==> config.mk <==
export PLATFORM = sky130hd
export DESIGN_NAME = pipelined_bitwise_reduce
export DESIGN_NICKNAME = d
export VERILOG_FILES = /design/src/rtl/pipelined_bitwise_reduce_pkg.sv /design/src/rtl/reduce_stage.sv /design/src/rtl/pipelined_bitwise_reduce.sv
export SDC_FILE = /design/constraint.sdc
export NUM_CORES = 1
export LEC_CHECK = 0
export BUFFER_PORTS_ARGS = -buffer_cell sky130_fd_sc_hd__buf_4
export CORE_AREA = 5 5 60 62
export CTS_CLUSTER_DIAMETER = 100
export CTS_CLUSTER_SIZE = 28
export DETAILED_ROUTE_END_ITERATION = 12
export DIE_AREA = 0 0 65 67
export HOLD_SLACK_MARGIN = 0.03
export PLACE_DENSITY = 0.71
export RECOVER_POWER = 100
export SYNTH_ARGS = -nofsm -noshare
export SYNTH_HDL_FRONTEND = slang
export SYNTH_SLANG_ARGS = --single-unit
==> constraint.sdc <==
create_clock -name CLK -period 1.4 [get_ports CLK]
set_input_delay 0.14 -clock CLK [delete_from_list [all_inputs] [get_ports CLK]]
set_output_delay 0.14 -clock CLK [all_outputs]
set_load 0.1 [all_outputs]
==> src/rtl/pipelined_bitwise_reduce_pkg.sv <==
// Shared definitions for the pipelined bitwise reduction tree:
// operation encodings and the identity element used to pad unused leaves.
package pipelined_bitwise_reduce_pkg;

    typedef logic [1:0] op_t;

    localparam op_t OP_AND  = 2'b00;
    localparam op_t OP_OR   = 2'b01;
    localparam op_t OP_XOR  = 2'b10;
    localparam op_t OP_NAND = 2'b11;

    // Identity bit of each operation. NAND reduces as AND inside the tree,
    // so it shares AND's all-ones identity.
    function automatic logic identity_bit(input op_t op);
        return (op == OP_AND) || (op == OP_NAND);
    endfunction

endpackage

==> src/rtl/reduce_stage.sv <==
// One level of the reduction tree: folds pairs of W-bit lanes under the
// operation tag carried with the data, and registers the result together
// with its valid bit and tag.
module reduce_stage
    import pipelined_bitwise_reduce_pkg::*;
#(
    parameter int W     = 4,
    parameter int LANES = 1
) (
    input  logic                 clk,
    input  logic                 rst_n,
    input  logic                 load,
    input  logic                 up_valid,
    input  op_t                  up_op,
    input  logic [2*LANES*W-1:0] up_data,
    output logic                 valid,
    output op_t                  op,
    output logic [LANES*W-1:0]   data
);

    logic [LANES*W-1:0] combined;

    // Pairwise combine of upstream lanes 2l and 2l+1 into output lane l.
    always_comb begin
        combined = '0;
        for (int l = 0; l < LANES; l++) begin
            case (up_op)
                OP_OR:   combined[l*W +: W] = up_data[2*l*W +: W] | up_data[(2*l+1)*W +: W];
                OP_XOR:  combined[l*W +: W] = up_data[2*l*W +: W] ^ up_data[(2*l+1)*W +: W];
                default: combined[l*W +: W] = up_data[2*l*W +: W] & up_data[(2*l+1)*W +: W];
            endcase
        end
    end

    // Stage register: takes the upstream slot whenever it may load; data and
    // tag only change when a real transaction arrives, so idle inputs are inert.
    always_ff @(posedge clk or negedge rst_n) begin
        if (!rst_n) begin
            valid <= 1'b0;
            op    <= OP_AND;
            data  <= '0;
        end else if (load) begin
            valid <= up_valid;
            if (up_valid) begin
                op   <= up_op;
                data <= combined;
            end
        end
    end

endmodule

==> src/rtl/pipelined_bitwise_reduce.sv <==
// Streaming N-operand, W-bit bitwise reduction (AND/OR/XOR/NAND) built as a
// balanced binary tree with one register per level.
//
// Handshake: a word moves across an interface on every rising edge where
// valid && ready. in_valid must not depend on in_ready; in_ready may depend
// combinationally on out_ready so a full pipe keeps flowing as the consumer
// drains it.
module pipelined_bitwise_reduce
    import pipelined_bitwise_reduce_pkg::*;
#(
    parameter int N = 4,
    parameter int W = 4
) (
    input  logic         CLK,
    input  logic         ASYNCRESETN,
    input  logic [N*W-1:0] I,
    input  logic [1:0]   OP,
    input  logic         in_valid,
    output logic         in_ready,
    output logic [W-1:0] O,
    output logic         out_valid,
    input  logic         out_ready
);

    localparam int LEVELS = (N <= 1) ? 1 : $clog2(N);
    localparam int LEAVES = 1 << LEVELS;

    // leaves: padded operand lanes. nodes: outputs of every stage packed
    // back to back, level s starting at lane LEAVES - (LEAVES >> s).
    logic [LEAVES*W-1:0]     leaves;
    logic [(LEAVES-1)*W-1:0] nodes;
    logic [LEVELS-1:0]       stage_valid;
    op_t                     stage_op [LEVELS];
    logic [LEVELS-1:0]       load;
    logic                    ready_en;

    // Leaves beyond N carry the identity of the requested operation.
    for (genvar k = 0; k < LEAVES; k++) begin : g_leaf
        if (k < N) begin : g_operand
            assign leaves[k*W +: W] = I[k*W +: W];
        end else begin : g_pad
            assign leaves[k*W +: W] = {W{identity_bit(OP)}};
        end
    end

    // in_ready is held low until the first edge after reset is released.
    always_ff @(posedge CLK or negedge ASYNCRESETN) begin
        if (!ASYNCRESETN) begin
            ready_en <= 1'b0;
        end else begin
            ready_en <= 1'b1;
        end
    end

    // A stage may load when it is empty or its content leaves this cycle;
    // the chain runs from the output back towards the input.
    always_comb begin
        logic carry;
        load  = '0;
        carry = out_ready;
        for (int s = LEVELS - 1; s >= 0; s--) begin
            carry   = !stage_valid[s] || carry;
            load[s] = carry;
        end
    end

    for (genvar s = 0; s < LEVELS; s++) begin : g_level
        localparam int OUT_LANES = LEAVES >> (s + 1);
        localparam int OUT_OFF   = LEAVES - (LEAVES >> s);

        logic [2*OUT_LANES*W-1:0] up_data;
        logic                     up_valid;
        op_t                      up_op;

        if (s == 0) begin : g_first
            assign up_data  = leaves;
            assign up_valid = in_valid && ready_en;
            assign up_op    = OP;
        end else begin : g_inner
            localparam int IN_OFF = LEAVES - (LEAVES >> (s - 1));
            assign up_data  = nodes[IN_OFF*W +: 2*OUT_LANES*W];
            assign up_valid = stage_valid[s-1];
            assign up_op    = stage_op[s-1];
        end

        reduce_stage #(
            .W     (W),
            .LANES (OUT_LANES)
        ) u_stage (
            .clk      (CLK),
            .rst_n    (ASYNCRESETN),
            .load     (load[s]),
            .up_valid (up_valid),
            .up_op    (up_op),
            .up_data  (up_data),
            .valid    (stage_valid[s]),
            .op       (stage_op[s]),
            .data     (nodes[OUT_OFF*W +: OUT_LANES*W])
        );
    end

    assign in_ready  = ready_en && load[0];
    assign out_valid = stage_valid[LEVELS-1];
    // NAND travels through the tree as AND and is inverted once here.
    assign O = nodes[(LEAVES-2)*W +: W] ^ {W{stage_op[LEVELS-1] == OP_NAND}};

endmodule
## Yosys cells after proc, flatten, opt, wreduce, memory -nomap -nowiden

Index checks and enable logic that the tools add are counted.

- Flip-flop bits (word level): 19
- Logic and storage cells: 33

- Bitwise operators: 10
- Mux-type cells: 3
- Reduce and logical (&&, ||, !) cells: 8
- Eq/ne operators: 5

Operators by type and width:

| operator | count |
|---|---|
| 4-bit case mux with 2 select lines | 3 |
| 4-bit XOR | 4 |
| 4-bit bitwise AND | 3 |
| 4-bit bitwise OR | 3 |
| 2-bit equality test, second input constant | 3 |
| 2-bit by 1-bit equality test with 1-bit output, second input constant | 2 |
| 2-bit AND reduction | 2 |
| 1-bit logical AND | 2 |
| 1-bit zero test | 2 |
| 1-bit logical OR | 2 |

## Depth between registers and ports, before layout

- Depth in word-level cells: 4
- Gate-level depth with buffers: 5

## Modules after synthesis

A second synthesis with hierarchy kept.

- Cell total of the unflattened synthesis: 165
- Area, all modules: 1607.8 µm²

Modules (own cells, without submodules):

| module | instances | area an instance (µm²) | cells each |
|---|---|---|---|
| reduce_stage (g_level[0].u_stage) | 1 | 994.7 | 99 |
| reduce_stage (g_level[1].u_stage) | 1 | 501.7 | 55 |
| pipelined_bitwise_reduce | 1 | 111.4 | 11 |

## Worst setup path before layout

OpenSTA, ideal clock, no wires.

- Path kind: register to output
- Start point: register g_level[1].u_stage.op[0]
- End point: output O[0]
- Stages on the path, launching flop included: 3
- Arrival time: 2045 ps
- Required time: 1260 ps
- Path buffers: 0
- Path slack: -785 ps
- Cells stage by stage: dfrtp_1 nand2_1 xnor2_1

- Longest elaborated chain between the ends: 2

RTL lines:

| item | line | source |
|---|---|---|
| from (decl) | reduce_stage.sv:17 | `output op_t op,` |
| from (signal assigned) | reduce_stage.sv:45 | `op <= up_op;` |
| 2-bit equality test | pipelined_bitwise_reduce.sv:105 | `assign O = nodes[(LEAVES-2)*W +: W] ^ {W{stage_op[LEVELS-1] == OP_NAND}};` |
| 4-bit XOR | pipelined_bitwise_reduce.sv:105 |  |
| to (decl) | pipelined_bitwise_reduce.sv:20 | `output logic [W-1:0] O,` |

Every way passes these cells.

## Final worst setup path

- Start point: register g_level[1].u_stage.valid
- End point: output in_ready

- Longest elaborated chain between the ends: 4

RTL lines:

| item | line | source |
|---|---|---|
| from (decl) | reduce_stage.sv:16 | `output logic valid,` |
| from (signal assigned) | reduce_stage.sv:43 | `valid <= up_valid;` |
| 1-bit zero test | pipelined_bitwise_reduce.sv:62 | `carry = !stage_valid[s] \|\| carry;` |
| 1-bit logical OR (2 in a row) | pipelined_bitwise_reduce.sv:62 |  |
| 1-bit logical AND | pipelined_bitwise_reduce.sv:102 | `assign in_ready = ready_en && load[0];` |
| to (decl) | pipelined_bitwise_reduce.sv:19 | `output logic in_ready,` |

Every way passes these cells.

==> metrics.md <==
| Metric | Value |
|---|---|
| Sum of routed wire length over all layers | 2690 µm |
| Netlist cell types | 20 |
| Share of layout cells above drive strength 1 | 24.9% |
| Placed standard-cell area | 1760 µm² |
| Post-synth EDFFs | 0 |
| Die Width | 65 µm |
| Hold Crit Depth | 3 |
| Via total after detailed routing | 1149 |
| Diodes inserted | 0 |
| Final Worst Setup Slack | -112 ps |
| Pins over their slew limit | 0 |
| Maximum clock frequency | 0.662 GHz |
| Die footprint | 4360 µm² |
| R2r worst-path depth | 5 |
| Cell types with the highest counts after synthesis | sky130_fd_sc_hd__inv_1 (40), sky130_fd_sc_hd__ha_1 (28), sky130_fd_sc_hd__dfrtp_1 (19), sky130_fd_sc_hd__a221oi_1 (12), sky130_fd_sc_hd__o21ai_0 (12) |
| Average wire per standard cell | between 10 and 15 µm |
| Floorplan row count | 20 |
| Sequential-to-total area share from yosys stat | 32.1% |
| Data arrival time at the worst-slack endpoint | between 1000 and 1500 ps |
| Synthesis Warnings | 0 |
| Final weighted congestion of routability-driven global placement | ~0.80 |
| Proportion of synthesized flip-flops having asynchronous set or reset | 100% |
| Total overflow reported by the global router | 0 |
| TritonCTS clock tree | built |
| Total Negative Setup Slacks | -138 ps |
| Floorplan Core Area | 2980 µm² |
| # placed instances | 219 |
| Clk slew on worst S/H paths | about 100 ps |
| Critical-path top delay cell | sky130_fd_sc_hd__dfrtp_4 |
| Port Buffers | 27 |
| Buffers plus inverters on the worst setup path | 1 |
| Summed instance area of the synthesized netlist | 1480 µm² |
| Overall die height | 67 µm |
| Number of cells produced by synthesis | between 150 and 200 |
| Aggregate global-route resource usage | 14.0% |
| Startpoint type of the worst setup path | flip-flop |
| Routed wl met2 | 1450 µm |
| Detailed Route Iter0 Violations | 29 |
| Sort of element at the end of the critical path | primary output |
| DRC viols | 0 |
| Avg Cell Area, Syn | 9.19 µm² |
| Portion of synthesized cell area occupied by the leading cell type | 32.1% |
| Fin cells | 226 |
| Met3 wire len | ~110 µm |
| Slack of the worst reg-to-reg path | -30 ps |
| Unrepaired setup endpoints after global routing | true |
| Max-cap violation count | 0 |
| Final critical delay including setup and external delays | roughly 1500 ps |
| Number of top-level design ports | 28 |
| Status | finished, violations left |
| Critical Path RT | about 1300 ps |
| Net count reported at finish | 244 |
| Post-Route Skew | 0.510 ps |
| HP Class | in -> reg |
| Growth of design area from synthesis to finish | 28.1% |
| Power Dens Cells | 1350 nW/µm² |
| Final worst hold slack | around 140 ps |
| Cell type with the largest total area after synthesis | sky130_fd_sc_hd__dfrtp_1 |
| Hold violation total from the final report | 0 |
| Launch point of the worst reg-to-reg path | g_level[1].u_stage.valid |
| Relative max-transition margin | about 34% |
| Cell with the most instances after synthesis | sky130_fd_sc_hd__inv_1 |
| Endpoint of the lowest-slack register-to-register path | g_level[0].u_stage.data[0] |
| Static Leak | slightly above 1 nW |
| Destination of the worst hold path | g_level[0].u_stage.op[1] |
| Worst setup path class | reg -> out |
| Largest cells by area after synthesis | sky130_fd_sc_hd__dfrtp_1 (32%), sky130_fd_sc_hd__ha_1 (24%), sky130_fd_sc_hd__inv_1 (10%), sky130_fd_sc_hd__a221oi_1 (7.1%), sky130_fd_sc_hd__o21ai_0 (4.1%) |
| Maximum buffer depth of the clock tree | 2 |
| Max Used Layer | met3 |
| Clock H-tree levels | 1 |
| First-pass GRT wire length | between 4000 and 5000 µm |
| Predominant post-synthesis flop cell | sky130_fd_sc_hd__dfrtp_1 |
| Post-layout instance area | 1890 µm² |
| Pin count of the biggest net entering global routing | 20 |
| Root cell of the clock tree | sky130_fd_sc_hd__clkbuf_4 |
| Hold wc startpoint | OP[1] |
| Critical Path Fanout Max | 2 |
| Failing checks | negative setup slack |
| Number of flip-flops and latches in the synthesized netlist | 19 |
| Post-detailed-route via-to-cell ratio | between 5 and 6 |
| Overall Power | around 2.6 mW |
| Number of global-route vias before repair | roughly 1200 |
| Count of endpoints failing setup in the final report | 2 |
| Post-route antenna net violation count | 0 |
| Top Family by Delay on Critical Path | flip-flops |
| Fill cell total of the finished layout | 241 |
| HPWL after detailed placement | ~2200 µm |
| First-pass detailed-route iteration total | 4 |
| Routed metal-1 wirelength | 1130 µm |
| Clock latency reported for the late side of the worst-skew pair | just under 300 ps |
| Final critical-path share of the clock period | 108% |
| Number of antenna violations at the first check in global routing | 0 |
| Slew at the pin closest to its max-slew limit | 994 ps |
| Net count after synthesis | 211 |
| Effective utilization at floorplan | 49.7% |
| Sink count of the clock tree | 19 |
| Cell-by-cell listing of the critical path | and3b_4 -> and2b_4 -> buf_12 |
| IR Drop Worst-Case VDD | around 0.00036 V |
| Critical Path Max Stage Delay | 490 ps |
| Inserted Clock Buffers | 3 |
## layout by cell type, fill, tap and decap left out, types with 4 or more instances in the layout
| master | count |
|---|---|
| sky130_fd_sc_hd__o31ai_1 | 6 |
| sky130_fd_sc_hd__nand3_1 | 4 |
| sky130_fd_sc_hd__inv_1 | 40 |
| sky130_fd_sc_hd__nand2b_1 | 7 |
| sky130_fd_sc_hd__o21ai_0 | 9 |
| sky130_fd_sc_hd__o2bb2ai_1 | 4 |
| sky130_fd_sc_hd__ha_1 | 28 |
| sky130_fd_sc_hd__buf_4 | 24 |
| sky130_fd_sc_hd__nor2b_1 | 8 |
| sky130_fd_sc_hd__clkbuf_4 | 4 |
| sky130_fd_sc_hd__a221oi_1 | 11 |
| sky130_fd_sc_hd__dfrtp_1 | 18 |
## cell type report
| class | count | area [µm²] | share of cell area (%) |
|---|---|---|---|
| Multi-Input combinational cell | 96 | 905 | 47.8 |
| Clock buffer | 4 | 26.3 | 1.39 |
| Timing Repair Buffer | 34 | 293 | 15.5 |
| Inverter | 40 | 150 | 7.93 |
| Tap cell | 33 | 41.3 | 2.18 |
| Sequential cell | 19 | 479 | 25.3 |
## through the flow
step / setup WS, ps / util [%]
after floorplan: -237 / -
after global placement: 44.0 / 59.2
after detailed placement: -13.3 / 59.2
after CTS: -132 / 61.8
after global routing: -148 / 63.6
final: -112 / 63.6
## flip-flops by register name, indices dropped and copies added (netlist names)
signal                 cells
g_level.u_stage.data      12
g_level.u_stage.op         4
g_level.u_stage.valid      2
ready_en                   1
## kinds of logic (layout without fill, tap and decap cells)
kind of cell	count (synthesis)	in the layout	synth area share, %
multiplexers	2	2	1.52
flip-flops	19	19	32.1
other	1	1	0.254
XOR/XNOR	4	4	2.37
buffers and inverters	46	78	12.2
AND/OR/NAND/NOR	25	25	10.2
AO/OA/AOI/OAI	36	36	17.6
adder cells (fa/ha/maj)	28	28	23.7
## metal layers
| metal | GRT usage (%) | vias up |
|---|---|---|
| li1 | - | 596 |
| met1 | 16.3 | 528 |
| met2 | 25.2 | 25 |
| met3 | 1.85 | 0 |
| met4 | 6.33 | 0 |
| met5 | 0 | - |
## report_power, final
part / switching [mW] / leakage, nW / internal, mW
registers: 0.126 / 0.237 / 0.670
clock network: 0.158 / 0.0150 / 0.111
logic: 0.903 / 0.753 / 0.590
total: 1.19 / 1.01 / 1.37
## what timing repair did
action / 4_1_cts / 5_1_grt
endpoints found under the setup margin: 13 / 11
hold buffers: 1 / 0
endpoints found under the hold margin: 19 / 0
cloned: 0 / 0
setup buffers: 1 / 1
resized for setup: 10 / 14
pin swaps: 0 / 1
## how the worst max path moves through the flow
stage	from	endpoint	depth (start not counted)
after CTS	g_level[1].u_stage.valid	in_ready	3
after detailed placement	g_level[1].u_stage.valid	g_level[0].u_stage.data[0]	3
after global placement	g_level[1].u_stage.valid	g_level[0].u_stage.data[6]	3
after floorplan	g_level[1].u_stage.op[0]	O[0]	2
final	g_level[1].u_stage.valid	in_ready	3
after global routing	g_level[1].u_stage.valid	in_ready	3
## worst min-delay path, stage by stage
cell                      delay, ps
sky130_fd_sc_hd__buf_4          110
sky130_fd_sc_hd__inv_1           60
sky130_fd_sc_hd__o21ai_0         80
Note: power is estimated with default switching activity, not from simulation.
